<file path="src/rtl/sequenciador_distancia.sv">
// Nearest-template classifier sequencer: streams feature/template pairs through one
// address port, accumulates saturating SAD per class and tracks the unique minimum.
module sequenciador_distancia #(
    parameter int N_FEAT    = 64,
    parameter int N_CLASSES = 10,
    parameter int W_FEAT    = 8,
    parameter int W_DIST    = 32,
    localparam int W_FA     = $clog2(N_FEAT),
    localparam int W_TA     = $clog2(N_CLASSES * N_FEAT)
) (
    input  logic              iCLK,
    input  logic              iRST_N,
    input  logic              iStart,
    output logic              oBusy,
    output logic              oDone,
    output logic [W_FA-1:0]   oFeatAddr,
    input  logic [W_FEAT-1:0] iFeat,
    output logic [W_TA-1:0]   oTmplAddr,
    input  logic [W_FEAT-1:0] iTmpl,
    output logic [3:0]        oDigito,
    output logic [W_DIST-1:0] oDistMin,
    output logic              oValid
);
    localparam int W_C = W_TA - W_FA;
    localparam logic [W_C-1:0]  LAST_C = W_C'(N_CLASSES - 1);
    localparam logic [W_FA-1:0] LAST_F = W_FA'(N_FEAT - 1);

    typedef enum logic [1:0] {S_IDLE, S_RUN, S_DRAIN, S_DONE} state_t;

    state_t            state_q, state_d;
    logic [W_C-1:0]    class_q, class_d;
    logic [W_FA-1:0]   feat_q, feat_d;
    logic              tag_v_q, tag_v_d;
    logic              tag_last_q, tag_last_d;
    logic [W_C-1:0]    tag_class_q, tag_class_d;
    logic [W_DIST-1:0] acc_q, acc_d;
    logic [W_DIST-1:0] min_q, min_d;
    logic [3:0]        idx_q, idx_d;
    logic              tie_q, tie_d;
    logic              busy_q, busy_d;
    logic              done_q, done_d;
    logic              valid_q, valid_d;
    logic [3:0]        digito_q, digito_d;
    logic [W_DIST-1:0] distmin_q, distmin_d;

    logic [W_FEAT-1:0] diff;
    logic [W_DIST:0]   sum;
    logic [W_DIST-1:0] acc_next;

    // N_FEAT is a power of two, so class*N_FEAT+feat is a plain concatenation.
    assign oFeatAddr = feat_q;
    assign oTmplAddr = {class_q, feat_q};
    assign oBusy     = busy_q;
    assign oDone     = done_q;
    assign oValid    = valid_q;
    assign oDigito   = digito_q;
    assign oDistMin  = distmin_q;

    always_comb begin
        diff     = (iFeat > iTmpl) ? (iFeat - iTmpl) : (iTmpl - iFeat);
        sum      = {1'b0, acc_q} + (W_DIST + 1)'(diff);
        acc_next = sum[W_DIST] ? '1 : sum[W_DIST-1:0];
    end

    always_comb begin
        state_d     = state_q;
        class_d     = class_q;
        feat_d      = feat_q;
        acc_d       = acc_q;
        min_d       = min_q;
        idx_d       = idx_q;
        tie_d       = tie_q;
        busy_d      = busy_q;
        done_d      = 1'b0;
        valid_d     = valid_q;
        digito_d    = digito_q;
        distmin_d   = distmin_q;
        tag_v_d     = (state_q == S_RUN);
        tag_last_d  = (state_q == S_RUN) && (feat_q == LAST_F);
        tag_class_d = class_q;

        if (tag_v_q) begin
            acc_d = acc_next;
            if (tag_last_q) begin
                acc_d = '0;
                if (acc_next < min_q) begin
                    min_d = acc_next;
                    idx_d = 4'(tag_class_q);
                    tie_d = 1'b0;
                end else if (acc_next == min_q) begin
                    tie_d = 1'b1;
                end
            end
        end

        unique case (state_q)
            S_IDLE: begin
                if (iStart) begin
                    state_d = S_RUN;
                    class_d = '0;
                    feat_d  = '0;
                    acc_d   = '0;
                    min_d   = '1;
                    tie_d   = 1'b0;
                    valid_d = 1'b0;
                    busy_d  = 1'b1;
                end
            end
            S_RUN: begin
                // The final pair leaves the counters parked on the last address.
                if (feat_q == LAST_F && class_q == LAST_C) begin
                    state_d = S_DRAIN;
                end else begin
                    feat_d = feat_q + 1'b1;
                    if (feat_q == LAST_F) class_d = class_q + 1'b1;
                end
            end
            S_DRAIN: state_d = S_DONE;
            S_DONE: begin
                state_d   = S_IDLE;
                digito_d  = tie_q ? 4'd15 : idx_q;
                distmin_d = min_q;
                valid_d   = 1'b1;
                done_d    = 1'b1;
                busy_d    = 1'b0;
            end
            default: state_d = S_IDLE;
        endcase
    end

    always_ff @(posedge iCLK or negedge iRST_N) begin
        if (!iRST_N) begin
            state_q     <= S_IDLE;
            class_q     <= '0;
            feat_q      <= '0;
            tag_v_q     <= 1'b0;
            tag_last_q  <= 1'b0;
            tag_class_q <= '0;
            acc_q       <= '0;
            min_q       <= '1;
            idx_q       <= '0;
            tie_q       <= 1'b0;
            busy_q      <= 1'b0;
            done_q      <= 1'b0;
            valid_q     <= 1'b0;
            digito_q    <= 4'd15;
            distmin_q   <= '0;
        end else begin
            state_q     <= state_d;
            class_q     <= class_d;
            feat_q      <= feat_d;
            tag_v_q     <= tag_v_d;
            tag_last_q  <= tag_last_d;
            tag_class_q <= tag_class_d;
            acc_q       <= acc_d;
            min_q       <= min_d;
            idx_q       <= idx_d;
            tie_q       <= tie_d;
            busy_q      <= busy_d;
            done_q      <= done_d;
            valid_q     <= valid_d;
            digito_q    <= digito_d;
            distmin_q   <= distmin_d;
        end
    end
endmodule

</file>
<file path="config.mk">
export PLATFORM = sky130hd
export DESIGN_NAME = sequenciador_distancia
export DESIGN_NICKNAME = d
export VERILOG_FILES = /design/src/rtl/sequenciador_distancia.sv
export SDC_FILE = /design/constraint.sdc
export NUM_CORES = 1
export LEC_CHECK = 0
export BUFFER_PORTS_ARGS = -buffer_cell sky130_fd_sc_hd__buf_2
export CORE_UTILIZATION = 50
export DETAILED_ROUTE_END_ITERATION = 12
export PLACE_DENSITY = 0.69
export SYNTH_ARGS = -nofsm -noshare
export SYNTH_HDL_FRONTEND = slang
export SYNTH_SLANG_ARGS = --single-unit
</file>
<file path="constraint.sdc">
create_clock -name iCLK -period 5.72 [get_ports iCLK]
set_clock_uncertainty 0.2 [all_clocks]
set_input_delay 0.858 -clock iCLK [delete_from_list [all_inputs] [get_ports iCLK]]
set_output_delay 0.858 -clock iCLK [all_outputs]
set_load 0.005 [all_outputs]
</file>
==> reports/results.ini <==
[outcome]
outcome=finished, violations left
failed_checks=negative setup slack

[run]
maxCapViolCount=0

[route]
viasPerCell=5.56
wl_met2_um=10500
dr_wl_met3_um=826
route.detailed.drc=0
firstDrtPassIters=5
vias=6972
drtAntennaViolNets=0
drt-met1-wl_um=8970
wl_per_cell_um=16.7
wl_um=21000
drtIter0Drc=448
highest_layer=met4

[clock_tree]
cts_sinks=126
hold_buffers=0
cts_htree_levels=4
cts_root_buf=clkbuf_16
clk_path_buf_depth=2
clock_latency_ns=0.43
cts_tree=done
cts_buffers=17
clk_pin_slew_ns=0.05

[sta]
fin_ws_ns=-0.215
rsz0062_at_grt=true
period_needed_ns=5.94
clock.fmax_mhz=168
fin_tns_setup_ns=-5.19
setup_viol=37
relSlewSlack=0.229
worst_pin_slew_ns=1.16
fin_crit_sh=1.04
hold_viol_final=0
slew_violations=0

[pwr]
leakage_uw=0.00491
clkPwrFrac=0.262
p_per_area_nw_per_um2=370
ir_drop_uv=331
p_total_uw=3870
seq_power_share=0.292
power_frac_comb=0.446
p_switching_uw=1430
netSwitchingFraction=0.369
p_int_uw=2440

[synthesis]
syn_area_per_cell_um2=9.30
ys_warn_count=0
synth_area_leader_cell=dfrtp_1
syn_inst=841
synth_edf_count=0
synth_area_um2=7820
synth_ff_type=dfrtp_1
synth_top_area_frac=0.288
synth.area.top_cells=dfrtp_1 (29%), dfstp_2 (12%), ha_1 (9.9%)
synth_cell_type_count=67
async_flop_share=1.00
ys_seq_elements=126
syn_nets=925
ys_seq_area_frac=0.409

[critical_path]
reg2reg_slack_ns=1.27
worstPathArrival_ns=6.07
crit_fanout=8
cp-start-kind=input pin
timing.rr.start=acc_q[0]
worstSetupPathType=input pin to register
worstReg2RegEnd=min_q[8]
critPathSlowestCell=ha_2
end_kind=register
reg2reg_depth=19
slowest_delay_ns=0.38
cp_common_cell=buf_4
cp.required_ns=5.85

[global_route]
gr-total-overflow=0
grt_max_degree=70
grt_pass1_wl_um=33800
grt_pass1_vias=6834
antenna_found_initial=0
track_usage=0.267

[die]
rows=45
core_area_um2=15300
die_y_um=127
start_util=0.512
dieArea_um2=16100
ios=74
chipWidth_um=127

[min_path]
hp-class=input pin to asynchronous set/reset pin

[place]
io_buffers=73
place_ws_ns=-0.692
gp_congestion=0.839
place_area_um2=9130
dpl.hpwl_um=13500

[cells_and_area]
fill_cells=1159
area_delta_synth_final_pct=33.8
diodes=0
layout.nets=1113
area.sequential_um2=3200
final_common_cell=buf_4
multi_input_area_um2=4600
fin_area_um2=10500
most-common-layout-cells=buf_4 (132), dfrtp_1 (90), a21oi_1 (77)
drive_gt1_frac=0.387

final cells by class:
class / instances / area share
Sequential cell: 126 / 0.306
Inverter: 65 / 0.0236
Clock buffer: 25 / 0.0464
Timing Repair Buffer: 216 / 0.154
Multi-Input combinational cell: 603 / 0.439
Clock inverter: 7 / 0.00634
Tap cell: 211 / 0.0252
registers in the layout, indices dropped and copies added (netlist names):
name	count
oDone	1
state_q	2
tag_v_q	1
idx_q	4
oDigito	4
acc_q	32
oDistMin	32
tag_class_q	4
tag_last_q	1
class_q	4
oFeatAddr	6
oBusy	1
oValid	1
tie_q	1
min_q	32
stage by stage:
step           hold WS (ns)  cells   util
5_1_grt               0.169   1253  0.686
2_1_floorplan         0.236    841      -
4_1_cts               0.147   1243  0.669
3_3_place_gp          0.258   1190  0.598
6_report              0.146   1253  0.686
3_5_place_dp          0.265   1190  0.598
power groups by stage:
stage | Combinational [uW] | Sequential, uW | Clock (uW)
floorplan | 956 | 1120 | 0
global placement | 1530 | 1140 | 0
detailed placement | 1550 | 1140 | 0
CTS | 1660 | 1130 | 1030
global route | 1900 | 1150 | 1060
finish | 1720 | 1130 | 1020
cells by family (layout without fill, tap and decap cells):
family	Yosys count	in the layout	share of synthesized area
and+or+nand+nor	266	266	0.169
AOI/OAI and AO/OA	205	205	0.165
DFF	126	126	0.409
buffers and inverters	112	313	0.0602
adders and majority gates	65	65	0.107
muxes	50	50	0.0707
xor gates and xnor gates	17	17	0.0190
per-layer routing:
metal / GRT usage / vias up
met1: 0.332 / 3374
met2: 0.457 / 194
met5: 0 / -
li1: - / 3347
met4: 0.118 / 0
met3: 0.0473 / 57
worst max-delay path by stage:
stage	from	endpoint	slack, ns	depth (start not counted)
4_1_cts	iFeat[0]	min_q[9]	-0.05	30
2_1_floorplan	iFeat[0]	idx_q[0]	0.005	27
3_3_place_gp	iFeat[0]	min_q[11]	-0.60	30
6_report	iTmpl[0]	tie_q	-0.22	31
5_1_grt	iTmpl[0]	min_q[8]	-0.42	31
3_5_place_dp	iFeat[0]	min_q[11]	-0.69	29
critical path: cells and delay by family:
| kind | cells | cell delay, ns |
|---|---|---|
| AND/OR/NAND/NOR | 8 | 1.06 |
| adder cells (fa/ha/maj) | 4 | 1.03 |
| XOR/XNOR | 1 | 0.26 |
| buffers and inverters | 11 | 1.61 |
| AO/OA/AOI/OAI | 7 | 1.24 |
synthesized netlist by cell type (all sizes together) (13+ instances only):
cell    instances
a211oi         13
a21oi          87
buf            24
clkbuf         23
dfrtp          90
dfstp          36
ha             62
inv            65
mux2           42
nand2          57
nand3          25
nand4          17
nor2           68
nor2b          25
nor3           32
o211ai         15
o21ai          36
timing repair:
item                       CTS  global route
setup endpoints to repair   34            37
gates cloned                 4             1
setup buffers               17             9
pin swaps                   40            32
gates resized for setup     63            34
Power figures use the tool's default switching activity.
